## src/rtl/hamming_decoder.sv

```systemverilog
// -----------------------------------------------------------------------------
// hamming_decoder
//   Receive-side Hamming(12,8) single-error-correcting decoder. A codeword is
//   accepted over a valid/ready handshake. Its syndrome is accumulated one bit
//   position per cycle. A single-bit error is then corrected, and the 8 data
//   bits are presented with status flags over a second valid/ready handshake.
//   Saturating event counters track corrected and uncorrectable words for
//   link-health monitoring.
//
//   Code layout (bit p-1 of code_in holds Hamming position p, p = 1..12):
//     parity  : positions 1, 2, 4, 8 (even parity)
//     data    : d0..d7 at positions 3, 5, 6, 7, 9, 10, 11, 12
//
// Ports
//   clk               in   clock, rising edge
//   rst               in   synchronous active-high reset
//   in_valid          in   codeword offered on code_in
//   in_ready          out  decoder idle and able to accept a codeword
//   code_in           in   12-bit codeword
//   out_valid         out  decoded result valid, held until taken
//   out_ready         in   downstream accepts the result
//   data_out          out  corrected data d7..d0
//   syndrome          out  syndrome computed for this word
//   err_corrected     out  syndrome 1..12, one bit flipped
//   err_uncorrectable out  syndrome 13..15
//   corr_count        out  saturating count of corrected words
//   uncorr_count      out  saturating count of uncorrectable words
// -----------------------------------------------------------------------------
module hamming_decoder #(
  parameter int CNT_W = 16
) (
  input  logic             clk,
  input  logic             rst,
  input  logic             in_valid,
  output logic             in_ready,
  input  logic [11:0]      code_in,
  output logic             out_valid,
  input  logic             out_ready,
  output logic [7:0]       data_out,
  output logic [3:0]       syndrome,
  output logic             err_corrected,
  output logic             err_uncorrectable,
  output logic [CNT_W-1:0] corr_count,
  output logic [CNT_W-1:0] uncorr_count
);

  typedef enum logic [1:0] {
    ST_IDLE = 2'd0,
    ST_SCAN = 2'd1,
    ST_CORR = 2'd2,
    ST_OUT  = 2'd3
  } state_e;

  localparam logic [CNT_W-1:0] CNT_MAX = {CNT_W{1'b1}};

  state_e           state_q;
  logic [11:0]      code_q;
  logic [3:0]       pos_q;
  logic [3:0]       acc_q;
  logic [3:0]       acc_d;
  logic             out_valid_q;
  logic [7:0]       data_q;
  logic [7:0]       data_d;
  logic [3:0]       syn_q;
  logic             err_c_q;
  logic             err_u_q;
  logic [CNT_W-1:0] corr_cnt_q;
  logic [CNT_W-1:0] uncorr_cnt_q;
  logic             correctable;
  logic             uncorrectable;
  logic [11:0]      fixed_code;

  // Syndrome step: fold the current position index in when its bit is set.
  // pos_q only ranges 1..12 while scanning, so pos_q-1 stays inside code_q.
  always_comb begin
    acc_d = acc_q;
    if (code_q[pos_q - 4'd1]) begin
      acc_d = acc_q ^ pos_q;
    end
  end

  assign correctable   = (acc_q != 4'd0) && (acc_q <= 4'd12);
  assign uncorrectable = (acc_q >= 4'd13);

  // NOTE: every variable written in always_comb gets a default first, so no
  // path leaves it unassigned and no latch is inferred.
  always_comb begin
    fixed_code = code_q;
    if (correctable) begin
      fixed_code[acc_q - 4'd1] = ~code_q[acc_q - 4'd1];
    end
    data_d = {fixed_code[11], fixed_code[10], fixed_code[9], fixed_code[8],
              fixed_code[6],  fixed_code[5],  fixed_code[4], fixed_code[2]};
  end

  // NOTE: all state here is sequential and uses non-blocking assignments so
  // every register samples pre-edge values regardless of statement order.
  always_ff @(posedge clk) begin
    if (rst) begin
      state_q      <= ST_IDLE;
      code_q       <= '0;
      pos_q        <= '0;
      acc_q        <= '0;
      out_valid_q  <= 1'b0;
      data_q       <= '0;
      syn_q        <= '0;
      err_c_q      <= 1'b0;
      err_u_q      <= 1'b0;
      corr_cnt_q   <= '0;
      uncorr_cnt_q <= '0;
    end else begin
      case (state_q)
        ST_IDLE: begin
          if (in_valid) begin
            code_q  <= code_in;
            acc_q   <= '0;
            pos_q   <= 4'd1;
            state_q <= ST_SCAN;
          end
        end
        ST_SCAN: begin
          acc_q <= acc_d;
          pos_q <= pos_q + 4'd1;
          if (pos_q == 4'd12) begin
            state_q <= ST_CORR;
          end
        end
        ST_CORR: begin
          data_q      <= data_d;
          syn_q       <= acc_q;
          err_c_q     <= correctable;
          err_u_q     <= uncorrectable;
          out_valid_q <= 1'b1;
          if (correctable && (corr_cnt_q != CNT_MAX)) begin
            corr_cnt_q <= corr_cnt_q + CNT_W'(1);
          end
          if (uncorrectable && (uncorr_cnt_q != CNT_MAX)) begin
            uncorr_cnt_q <= uncorr_cnt_q + CNT_W'(1);
          end
          state_q <= ST_OUT;
        end
        ST_OUT: begin
          // Result registers are left untouched here, so they stay stable
          // under backpressure until the handshake completes.
          if (out_ready) begin
            out_valid_q <= 1'b0;
            state_q     <= ST_IDLE;
          end
        end
        default: state_q <= ST_IDLE;
      endcase
    end
  end

  assign in_ready          = (state_q == ST_IDLE);
  assign out_valid         = out_valid_q;
  assign data_out          = data_q;
  assign syndrome          = syn_q;
  assign err_corrected     = err_c_q;
  assign err_uncorrectable = err_u_q;
  assign corr_count        = corr_cnt_q;
  assign uncorr_count      = uncorr_cnt_q;

endmodule
```

## config.mk

```make
export PLATFORM = sky130hd
export DESIGN_NAME = hamming_decoder
export DESIGN_NICKNAME = d
export VERILOG_FILES = /design/src/rtl/hamming_decoder.sv
export SDC_FILE = /design/constraint.sdc
export NUM_CORES = 1
export LEC_CHECK = 0
export ABC_AREA = 1
export BUFFER_PORTS_ARGS = -buffer_cell sky130_fd_sc_hd__buf_2
export CAP_MARGIN = 40
export CORE_ASPECT_RATIO = 1.4
export CORE_MARGIN = 10
export CORE_UTILIZATION = 45
export DETAILED_ROUTE_END_ITERATION = 12
export PLACE_DENSITY_LB_ADDON = 0.12
export SLEW_MARGIN = 20
export SYNTH_ARGS = -nofsm -noshare
export SYNTH_HDL_FRONTEND = slang
export SYNTH_SLANG_ARGS = --single-unit
export TNS_END_PERCENT = 100
```

## constraint.sdc

```tcl
create_clock -name clk -period 6 [get_ports clk]
set_input_delay 1.2 -clock clk [delete_from_list [all_inputs] [get_ports clk]]
set_output_delay 1.2 -clock clk [all_outputs]
set_load 0.03 [all_outputs]
```

-- After elaboration in Yosys (flattened, before gate mapping)
Cells that the tools add are included.
- register bits after elaboration: 69
- output and inout port bits: 48
- $add $sub $neg: 5
- magnitude comparators: 5
- equality and inequality tests: 10
- mux-type cells: 19
- bitwise logic cells: 2
- reductions and logical operators: 15
- operator list (kind ; number):
    $add A16 B1 Y16 const B ; 2
    $ne A16 B16 Y1 const B ; 2
    $pmux W4 S2 ; 2
    $bwmux W12 ; 1
    $mux W12 ; 1
    $mux W4 ; 3
    $lt A4 B5 Y1 const B ; 2
    $reduce_and A2 Y1 ; 5
    $bmux W1 S4 ; 2
    $ne A2 B2 Y1 const B ; 4
    $pmux W2 S4 ; 1
    $sub A4 B1 Y4 const B ; 2
    $mux W2 ; 3
    $reduce_and A3 Y1 ; 2
    $add A4 B1 Y4 const B ; 1
    $demux W1 S4 ; 1
    $eq A2 B2 Y1 const B ; 2
    $eq A4 B4 Y1 const B ; 1
    $ge A4 B1 Y1 const B ; 1
    $ge A4 B4 Y1 const B ; 1
    $le A4 B4 Y1 const B ; 1
    $logic_and A1 B1 Y1 ; 4
    $mux W1 ; 4
    $reduce_bool A2 Y1 ; 2
    other kinds (6) ; 6

-- Logic depth before layout (Yosys ltp)
- depth in word-level cells: 7
- gate-level depth with buffers: 12
- mapped depth without buffers: 12

-- Worst setup path after synthesis
OpenSTA, ideal clock, no wires.
- path kind: input to register
- from: input port in_valid
- to: register pos_q[3]
- setup time: 119 ps
- arrival time: 2010 ps
- required time: 5881 ps
- slack: 3870 ps
- cell stages on the path: 7
- cell sequence: nand2_1 > o21ai_1 > inv_1 > nor2_1 > nand3_1 > o21ai_0 > a21oi_1
- word-level cells in the longest chain between the ends: 2
- ends and longest elaborated chain (item ; RTL line ; RTL):
    start: declaration ; 34 ; input logic in_valid,
    $ne A2 B2 Y1 (no source line) ; n/a ;
    $reduce_and A2 Y1 (no source line) ; n/a ;
    end signal: assignment ; 123 ; pos_q <= pos_q + 4'd1;
    end: declaration ; 58 ; logic [3:0] pos_q;
No other way between the ends.
A chain may end at the register's enable or synchronous reset.

-- Final worst setup path
- from: register acc_q[0]
- to: register corr_cnt_q[0] (netlist: corr_count[0])
- word-level cells in the longest chain between the ends: 4
- elaborated cells between the ends (all ways): 5
- those cells by class: order compare (1); reduce/logical (4)
- ends and longest elaborated chain (item ; RTL line ; RTL):
    start: declaration ; 59 ; logic [3:0] acc_q;
    start signal: assignment ; 103 ; acc_q <= '0;
    start signal: assignment ; 116 ; acc_q <= '0;
    start signal: assignment ; 122 ; acc_q <= acc_d;
    $le A4 B4 Y1 or $reduce_bool A4 Y1 (tied branches) ; 82 ; assign correctable = (acc_q != 4'd0) && (acc_q <= 4'd12);
    $logic_and A1 B1 Y1 * ; 82 ;
    $logic_and A1 B1 Y1 * ; 134 ; if (correctable && (corr_cnt_q != CNT_MAX)) begin
    $reduce_and A2 Y1 (no source line) * ; n/a ;
    end signal: assignment ; 135 ; corr_cnt_q <= corr_cnt_q + CNT_W'(1);
    end: declaration ; 67 ; logic [CNT_W-1:0] corr_cnt_q;
Every way passes the cells marked *; elsewhere a longest branch is shown, timed or not.

==> results.toml <==
[die]
io_pins = 64
fp.coreArea_um2 = 8200
placementRows = 39
die-area_um2 = 12500
die_w_um = 97.6
start_util = 0.462
fp.dieH_um = 129

[min_path]
min_path_cells = 2
hold_class = "flip-flop to flip-flop"

[cells_and_area]
drive_gt1_frac = 0.153
final_common_cell = "nand2_1"
fin_area_um2 = 4450
final_cell_mix = "nand2_1 (143), dfxtp_1 (69), buf_2 (63), a21oi_1 (60), inv_1 (56)"
finalNetCount = 647
fin_util = 0.543
fin_cells = 724
fill_cells = 823
antenna_cells = 0
areaGrowthSynthToFinish_pct = 17.3

[routing]
vias_per_cell = 5.15
drt_iter0_markers = 200
drc_errors = 0
ant_nets = 0
routed_wl_um = 9520
wire_per_inst_um = 13.2
via_count = 3726
first_pass_iters = 4

[setup_path]
critPathMaxFanout = 16
end_kind = "flip-flop"
critical_path_required_ns = 6.22
arrival_ns = 3.04
start_kind = "flip-flop"
worstSetupPathType = "flip-flop to flip-flop"
rr_worst_depth = 10

[power]
leakage_nw = 1.82
power_mw = 1.42
power_density_nw_per_um2 = 319
max-vdd-ir-drop_uv = 277

[clock_tree]
cts.repair.resized = 0
clk_pin_slew_ns = 0.05
post_cts_buffers = 0
cts_buffers = 9
clk_latency_ns = 0.34
cts-root-buf = "clkbuf_16"
clockBufferDepth = 2
hold_buffers = 0
clock-sinks = 69
tritoncts = "built"
htree_levels = 3

[job]
cap_viol_max_count = 0

[global_route]
grt_pass1_vias = 3473
grt_use_total = 0.150
grt_overflow = 0
grt_max_degree = 42
antenna_found_initial = 0
grt_pass1_wl_um = 16100

[timing]
tightest_slew_ns = 0.704
fin_hold_ws_ns = 0.460
finClkSkew_ns = 0.00596
maxSlewViolCount = 0
clock.fmax_ghz = 0.355
setup_ws_ns = 3.18
setup_viol = 0
final-hold-violation-count = 0
min_period_ns = 2.82
finalSetupTns_ns = 0
rsz0062_at_grt = "false"
finalCritPeriodShare = 0.470
slew_headroom = 0.530

[synth]
synth_xor_area_frac = 0.0485
syn-num-nets = 586
synth_fa_ha_area_frac = 0.0429
avgSynthCellArea_um2 = 6.81
syn-instance-count = 557
muxShareOfSynthArea = 0
synth_compound_area_frac = 0.162
synth-simple-area-share = 0.302
synth_seq_cells = 69
synthTopCellsByArea = "dfxtp_1 (36%), nand2_1 (14%), a21oi_1 (7.9%)"
yosysSeqAreaShare = 0.364
synth_top_family_by_area = "simple AND/OR/NAND/NOR gates"
synth.largest_area_cell = "dfxtp_1"
synthesis.area_um2 = 3790
synth.distinct_cells = 34
synth_top_area_frac = 0.364
yosysWarnings = 0

[placed_design]
port_buffers = 63
dp_cells = 708
place_ws_ns = 3.07
hpwl_um = 7090
place_congestion = 0.857
place_area_um2 = 4170

[run_status]
status = "finished clean"
[per-layer routing]
| metal | part of all wire | vias to the layer above | global-route usage |
|---|---|---|---|
| met4 | 0.021 | 0 | 0.0695 |
| met5 | 0 | - | 0 |
| met3 | 0.052 | 13 | 0.0450 |
| li1 | - | 1945 | - |
| met1 | 0.44 | 1697 | 0.172 |
| met2 | 0.49 | 71 | 0.253 |
[power by group]
part / switching, mW / internal, mW / leakage [nW]
registers: 0.0443 / 0.509 / 0.560
clock network: 0.189 / 0.287 / 0.129
logic: 0.271 / 0.118 / 1.13
total: 0.504 / 0.914 / 1.82
[cells in the mapped netlist, drive strengths merged]
cell / count
inv: 58
o211ai: 3
ha: 13
a31oi: 1
a211oi: 1
o21bai: 1
xor2: 11
o2111ai: 1
nor2: 55
a21oi: 66
nor3: 10
nand2: 146
clkinv: 3
xnor2: 10
clkbuf: 8
o21a: 2
nand4: 10
a311oi: 1
buf: 7
dfxtp: 69
nand3: 45
nor4: 2
o21ai: 34
[final cells by class]
class,instances,area (µm²),area share
Inverter,61,229,0.0515
Tap cell,102,128,0.0287
Multi-Input combinational cell,412,2110,0.474
Clock buffer,13,250,0.0563
Sequential cell,69,1380,0.311
Clock inverter,2,10.0,0.00225
Timing Repair Buffer,65,343,0.0771
[sequential cells by signal, summed over array words and instances, names as in the netlist]
signal             flops
err_uncorrectable      1
err_corrected          1
state_q                2
data_out               8
syndrome               4
uncorr_count          16
acc_q                  4
pos_q                  4
out_valid              1
code_q                12
corr_count            16
[path summary, 6_finish.rpt]
| check | startpoint | endpoint | slack [ns] |
|---|---|---|---|
| setup / recovery | acc_q[0] | corr_count[0] | 3.18 |
| hold / removal | data_out[2] | data_out[2] | 0.46 |
| setup reg to reg | acc_q[0] | corr_count[0] | 3.18 |
| hold reg to reg | data_out[2] | data_out[2] | 0.46 |
[cell families after synthesis]
group,count (synthesis)
simple gates,268
flops,69
fa+ha+maj,13
xor+xnor,21
buf+inv,76
compound gates,110
[worst max-delay path, cell delays in order (launching register included)]
cell	delay (ns)
dfxtp_1	0.58
clkinv_1	0.37
ha_1	0.36
nand3_1	0.11
o21ai_2	0.08
nor2_2	0.16
nand2_1	0.11
nand2_2	0.27
clkinv_1	0.35
o21ai_0	0.27
a21oi_1	0.05
Note: power is estimated with default switching activity, not from simulation.
